===== src/rtl/axis_checksum_appender.sv =====
// AXI-Stream pass-through that appends a running-sum checksum beat
// after each packet, with forced termination at MAX_PKT_LEN beats.
module axis_checksum_appender #(
  parameter int DATA_WIDTH  = 32,
  parameter int MAX_PKT_LEN = 256,
  parameter int CNT_WIDTH   = 16
) (
  input  logic                    axis_aclk,
  input  logic                    axis_reset,
  input  logic [DATA_WIDTH-1:0]   s01_axis_tdata,
  input  logic [DATA_WIDTH/8-1:0] s01_axis_tstrb,
  input  logic                    s01_axis_tvalid,
  input  logic                    s01_axis_tlast,
  output logic                    s01_axis_tready,
  output logic [DATA_WIDTH-1:0]   m01_axis_tdata,
  output logic [DATA_WIDTH/8-1:0] m01_axis_tstrb,
  output logic                    m01_axis_tvalid,
  output logic                    m01_axis_tlast,
  input  logic                    m01_axis_tready,
  output logic [CNT_WIDTH-1:0]    pkt_count,
  output logic                    overflow_err
);

  localparam int SW = DATA_WIDTH / 8;
  localparam int BW = $clog2(MAX_PKT_LEN + 1);

  typedef enum logic {
    PASS,
    CSUM
  } state_t;

  state_t                state;
  state_t                state_next;
  logic [DATA_WIDTH-1:0] sum;
  logic [DATA_WIDTH-1:0] masked;
  logic [BW-1:0]         beat_cnt;
  logic                  out_free;
  logic                  accept;
  logic                  hit;

  assign out_free = !m01_axis_tvalid || m01_axis_tready;
  assign s01_axis_tready = !axis_reset && (state == PASS) && out_free;
  assign accept = s01_axis_tvalid && s01_axis_tready;
  assign hit = (beat_cnt + 1'b1) == BW'(MAX_PKT_LEN);

  always_comb begin
    masked = '0;
    for (int i = 0; i < SW; i++) begin
      if (s01_axis_tstrb[i]) begin
        masked[i*8 +: 8] = s01_axis_tdata[i*8 +: 8];
      end
    end
  end

  always_comb begin
    state_next = state;
    unique case (state)
      PASS: if (accept && (s01_axis_tlast || hit)) state_next = CSUM;
      CSUM: if (out_free) state_next = PASS;
      default: state_next = PASS;
    endcase
  end

  always_ff @(posedge axis_aclk) begin
    if (axis_reset) state <= PASS;
    else            state <= state_next;
  end

  always_ff @(posedge axis_aclk) begin
    if (axis_reset) begin
      m01_axis_tdata  <= '0;
      m01_axis_tstrb  <= '0;
      m01_axis_tvalid <= 1'b0;
      m01_axis_tlast  <= 1'b0;
      sum             <= '0;
      beat_cnt        <= '0;
      pkt_count       <= '0;
      overflow_err    <= 1'b0;
    end else begin
      unique case (state)
        PASS: begin
          if (accept) begin
            m01_axis_tdata  <= s01_axis_tdata;
            m01_axis_tstrb  <= s01_axis_tstrb;
            m01_axis_tlast  <= 1'b0;
            m01_axis_tvalid <= 1'b1;
            sum             <= sum + masked;
            beat_cnt        <= beat_cnt + 1'b1;
            // a packet ending on the limit beat with tlast is not an overflow
            if (hit && !s01_axis_tlast) overflow_err <= 1'b1;
          end else if (m01_axis_tready) begin
            m01_axis_tvalid <= 1'b0;
          end
        end
        CSUM: begin
          if (out_free) begin
            m01_axis_tdata  <= sum;
            m01_axis_tstrb  <= '1;
            m01_axis_tlast  <= 1'b1;
            m01_axis_tvalid <= 1'b1;
            sum             <= '0;
            beat_cnt        <= '0;
            pkt_count       <= pkt_count + 1'b1;
          end
        end
        default: ;
      endcase
    end
  end

endmodule


===== config.mk =====
export PLATFORM = sky130hd
export DESIGN_NAME = axis_checksum_appender
export DESIGN_NICKNAME = d
export VERILOG_FILES = /design/src/rtl/axis_checksum_appender.sv
export SDC_FILE = /design/constraint.sdc
export NUM_CORES = 1
export LEC_CHECK = 0
export CAP_MARGIN = 5
export CORE_MARGIN = 10
export CORE_UTILIZATION = 55
export CTS_BUF_LIST = sky130_fd_sc_hd__clkbuf_2
export DETAILED_ROUTE_END_ITERATION = 7
export GPL_ROUTABILITY_DRIVEN = 0
export GPL_TIMING_DRIVEN = 0
export PLACE_DENSITY_LB_ADDON = 0.3
export SETUP_SLACK_MARGIN = 0.2
export SYNTH_ARGS = -nofsm -noshare
export SYNTH_HDL_FRONTEND = slang
export SYNTH_SLANG_ARGS = --single-unit

===== constraint.sdc =====
create_clock -name axis_aclk -period 7.4 [get_ports axis_aclk]
set_input_delay 1.48 -clock axis_aclk [delete_from_list [all_inputs] [get_ports axis_aclk]]
set_output_delay 1.48 -clock axis_aclk [all_outputs]
set_load 0.03 [all_outputs]

=== Word-level counts from Yosys, hierarchy flattened ===
Cells that the tools add are included.

* Register bits after elaboration: 97
* Bits in latches: 0
* RAM bits: 0
* Bits in read-only memories: 0
* Input bits: 41
* Output and inout bits: 56
* Word-level logic and storage cells: 56
* Memories: 0

* Add/subtract/negate cells: 3
* Multipliers: 0
* Divide/modulo/power cells: 0
* $lt $le $gt $ge: 0
* Eq/ne operators: 4
* Shift-type cells: 0
* Mux-type cells: 25
* Bitwise operators: 1
* Reductions and logical operators: 14

{| class="wikitable"
|+ Operators by type and width
! operator !! count
|-
| two-way mux 32 bit || 4
|-
| one-hot mux 32 bit (2 select lines) || 2
|-
| adder 32 bit || 1
|-
| two-way mux 8 bit || 4
|-
| two-way mux 9 bit || 2
|-
| one-hot mux 9 bit (2 select lines) || 1
|-
| adder 16 x 1 -> 16 bit, second input constant || 1
|-
| adder 9 x 1 -> 9 bit, second input constant || 1
|-
| equality test 9 bit, second input constant || 1
|-
| two-way mux 4 bit || 2
|-
| one-hot mux 4 bit (2 select lines) || 1
|-
| two-way mux 1 bit || 6
|-
| one-hot mux 1 bit (2 select lines) || 3
|-
| AND reduction 2 bit || 3
|-
| logical AND 1 bit || 5
|-
| logical NOT 1 bit || 3
|-
| inequality test 3 bit, second input constant || 1
|-
| AND reduction 3 bit || 1
|-
| logical OR 1 bit || 2
|-
| inequality test 2 x 1 -> 1 bit, second input constant || 1
|-
| inequality test 2 bit, second input constant || 1
|-
| inverter 1 bit || 1
|}

=== Depth between registers and ports, before layout ===
* Word-level depth: 7
* Gate-level depth with buffers: 11

=== Least setup slack after synthesis ===
No wires, ideal clock.

* Path type: input port to output port
* From: input port axis_reset
* To: output port s01_axis_tready
* Data arrival time: 2.481 ns
* Required time: 5.920 ns
* Slack: 3.439 ns
* Stages: 4
* Path buffers: 3
* Cells stage by stage: buf_2 -> clkbuf_1 -> clkbuf_1 -> nor2_1

* Word-level cells in the longest chain between the ends: 3

{| class="wikitable"
|+ Ends and longest elaborated chain
! what !! RTL line !! text
|-
| start: declaration || 9 || <nowiki>input logic axis_reset,</nowiki>
|-
| logical NOT 1 bit || 42 || <nowiki>assign s01_axis_tready = !axis_reset && (state == PASS) && out_free;</nowiki>
|-
| logical AND 1 bit (2 in a row) || 42 ||
|-
| end: declaration || 14 || <nowiki>output logic s01_axis_tready,</nowiki>
|}

No other way between the ends.

=== Worst setup path in the final report ===
Same ends and word-level chain as after synthesis.

==> results by group <==
Timing
  – Total negative setup slack: 0 ps
  – RSZ-0062 raised after global routing: false
  – Clock skew: 30.5 ps
  – Final Max Tran Viols: 0
  – Final setup viols: 0
  – Hold slack: 487 ps
  – Setup WS post-layout: 2500 ps
  – Fmax: 204 MHz
  – Max-slew headroom: 45.3%
  – Fin crit share: 66.2%
  – Final min period: 4900 ps
  – Worst-Margin Slew: 821 ps
  – Final hold vios: 0

Clock network
  – CTS tree: done
  – Post-CTS Resized: 0
  – Buffer levels on the longest clock path: 2
  – Number of clock sinks: 97
  – Clock-pin slew on the worst setup and hold paths: 250 ps
  – Worst-Skew Late Latency: 640 ps
  – Root Driver: clkbuf_2
  – TritonCTS Buffers: 9
  – H-tree depth: 3
  – Setup Fix Bufs, Post-CTS: 0
  – Hold-fix buffers, CTS: 0

Setup path
  – Startpoint Class: input port
  – Critical path buffer and inverter count: 4
  – Crit path max-delay family: buffers and inverters
  – Worst Path Required: 5920 ps
  – Crit Path Max Fanout: 10
  – Critical Path AT: 3420 ps
  – CP max-delay cell: clkdlybuf4s50_1
  – Setup CP Type: input port to output port
  – Critical Path Sink Type: output port
  – Critical Path Most Common Cell: clkbuf_1
  – Cell chain of the critical path: buf_2 -> clkbuf_1 -> clkbuf_1 -> nor2_1 -> clkdlybuf4s50_1
  – CP peak stage delay: 630 ps

Global routing
  – Total grt overflow: 0
  – Largest net degree at the start of global routing: 17
  – First-pass GRT wire length: 28.1 mm
  – Initial antenna violation count: 0
  – Total track usage: 22.7%
  – Vias in the first global route: 5812

Synth
  – Number of synthesized flops with an enable pin: 0
  – Mapped Cells: 734
  – Synth Cell Area: 5880 sq um
  – Synth cell count leaders: 97 x dfxtp_1, 91 x nor2_1, 79 x nand2_1
  – Async set-reset flop share out of synthesis: 0%
  – Biggest area consumer among synthesized cells: dfxtp_1
  – Top-area cell type share of the netlist area: 33.0%
  – Synth Area per Inst: 8.01 sq um
  – Most frequent cell after synthesis: dfxtp_1
  – Main synth FF type: dfxtp_1
  – Syn Nets: 809
  – Yosys warns: 0
  – Main area contributors after synthesis: dfxtp_1 33%, ha_1 7.0%, nor2_1 5.8%, mux2i_1 5.4%, a21oi_1 5.1%
  – Seq/Total Area, Yosys: 33.0%
  – Seq cells post-synth: 97
  – Synth unique cells: 60

Cells and area
  – Filler instances: 861
  – Area Growth Syn to Fin: 21.8%
  – Share of layout cells above drive strength 1: 4.73%
  – ANT cells: 0
  – Register area: 1940 sq um
  – Fin nets: 915
  – Final instance area: 7160 sq um
  – Multi-input logic area: 3690 sq um

Detailed routing
  – Detailed Route Iter0 Violations: 534
  – Pre-antenna DRT Iters: 5
  – WL/cell: 17.9 microns
  – Final antenna-violating net count: 0
  – Vias: 5882
  – Detailed Route WL: 17.5 mm
  – Residual DRC: 0
  – Detailed-route vias per instance: 6.00

Place
  – Placed wire-length estimate: 13.4 mm
  – Place WS: 2520 ps
  – # port buffers: 95
  – Dpl cell area: 7000 sq um

Pwr
  – Lkg Pwr: 2.71 nW
  – Clock power frac: 27.3%
  – Switching share of total power: 33.2%
  – P_sw: 417 uW
  – Sequential share of power: 46.4%
  – Pint: 838 uW
  – Peak supply drop: 0.110 mV
  – Gate power share: 26.4%
  – Power per cell area: 175 nW/um^2

Floorplanning
  – FP Rows: 37
  – Die area: 15200 sq um
  – Initial Util: 56.7%
  – Core Region: 10400 sq um
  – DIE HEIGHT: 123 microns
  – I/O pin count: 97
  – Die width: 123 microns

Status
  – Outcome: finished clean

Hold path
  – Worst hold-check path type: flip-flop to flip-flop

Run
  – Max cap viols: 0
[kinds of logic (layout without fill, tap and decap cells)]
| family | Yosys count | in the layout | synth area share, % |
|---|---|---|---|
| AO/OA/AOI/OAI | 191 | 191 | 20.9 |
| XOR/XNOR | 39 | 39 | 5.81 |
| adder cells (fa/ha/maj) | 34 | 34 | 7.36 |
| buffers and inverters | 51 | 162 | 4.15 |
| flip-flops | 97 | 97 | 33.0 |
| multiplexers | 32 | 32 | 5.45 |
| AND/OR/NAND/NOR | 290 | 290 | 23.3 |
[sequential cells by signal (all words and copies together), names as in the netlist]
signal / flops
m01_axis_tdata: 32
sum: 32
pkt_count: 16
beat_cnt: 9
m01_axis_tstrb: 4
m01_axis_tlast: 1
m01_axis_tvalid: 1
overflow_err: 1
state: 1
[worst paths after layout]
| check | start | end | slack [ps] | depth (start not counted) |
|---|---|---|---|---|
| max | axis_reset | s01_axis_tready | 2500 | 5 |
| min | sum[24]$_SDFFE_PP0P_ | sum[24]$_SDFFE_PP0P_ | 490 | 2 |
| max reg2reg | sum[0]$_SDFFE_PP0P_ | sum[20]$_SDFFE_PP0P_ | 4430 | 10 |
| min reg2reg | sum[24]$_SDFFE_PP0P_ | sum[24]$_SDFFE_PP0P_ | 490 | 2 |
[layout by cell type, fill, tap and decap left out, types with 18 or more instances in the layout]
| cell | instances |
|---|---|
| a211oi_1 | 33 |
| nand2_1 | 79 |
| nand3_1 | 18 |
| and2_1 | 34 |
| a21oi_1 | 60 |
| mux2i_1 | 32 |
| clkdlybuf4s50_1 | 95 |
| o21ai_0 | 30 |
| nor2_1 | 91 |
| xor2_1 | 23 |
| ha_1 | 33 |
| dfxtp_1 | 97 |
| clkbuf_1 | 27 |
[through the flow]
stage	instances	util, %	power [mW]
2_1_floorplan	734	-	0.797
3_3_place_gp	965	67.5	0.906
3_5_place_dp	965	67.5	0.916
4_1_cts	981	69.1	1.25
5_1_grt	981	69.1	1.30
6_report	981	69.1	1.25
[area by class of cell]
type,instances,area share [%]
repair buffers,95,13.3
plain buffers,41,2.88
multi-input cells,586,51.6
clock inverters,7,1.62
clock buffers,9,0.629
inverters,10,0.524
flip-flops and latches,97,27.1
well taps,136,2.38
[layer usage]
metal | wire length (microns) | GRT usage (%) | vias to the layer above
met1 | 7100 | 27.0 | 2793
met5 | 0 | 0 | -
met2 | 8740 | 39.4 | 231
met3 | 1340 | 3.92 | 31
li1 | - | - | 2827
met4 | 354 | 9.90 | 0
[power by group through the flow]
stage | Clock (mW) | Combinational, mW | Sequential [mW]
finish | 0.342 | 0.331 | 0.581
global route | 0.360 | 0.358 | 0.585
CTS | 0.339 | 0.328 | 0.581
detailed placement | 0 | 0.326 | 0.591
global placement | 0 | 0.317 | 0.589
floorplan | 0 | 0.174 | 0.623
[worst reg2reg max path, stage by stage, from the launching register on]
cell	delay [ps]
dfxtp_1	420
ha_1	190
inv_1	60
fa_1	380
and2b_2	250
o2111ai_1	260
a211oi_1	630
o31ai_1	200
a31oi_1	270
xnor2_1	150
o21ai_1	80
Note: power is estimated with default switching activity, not from simulation.
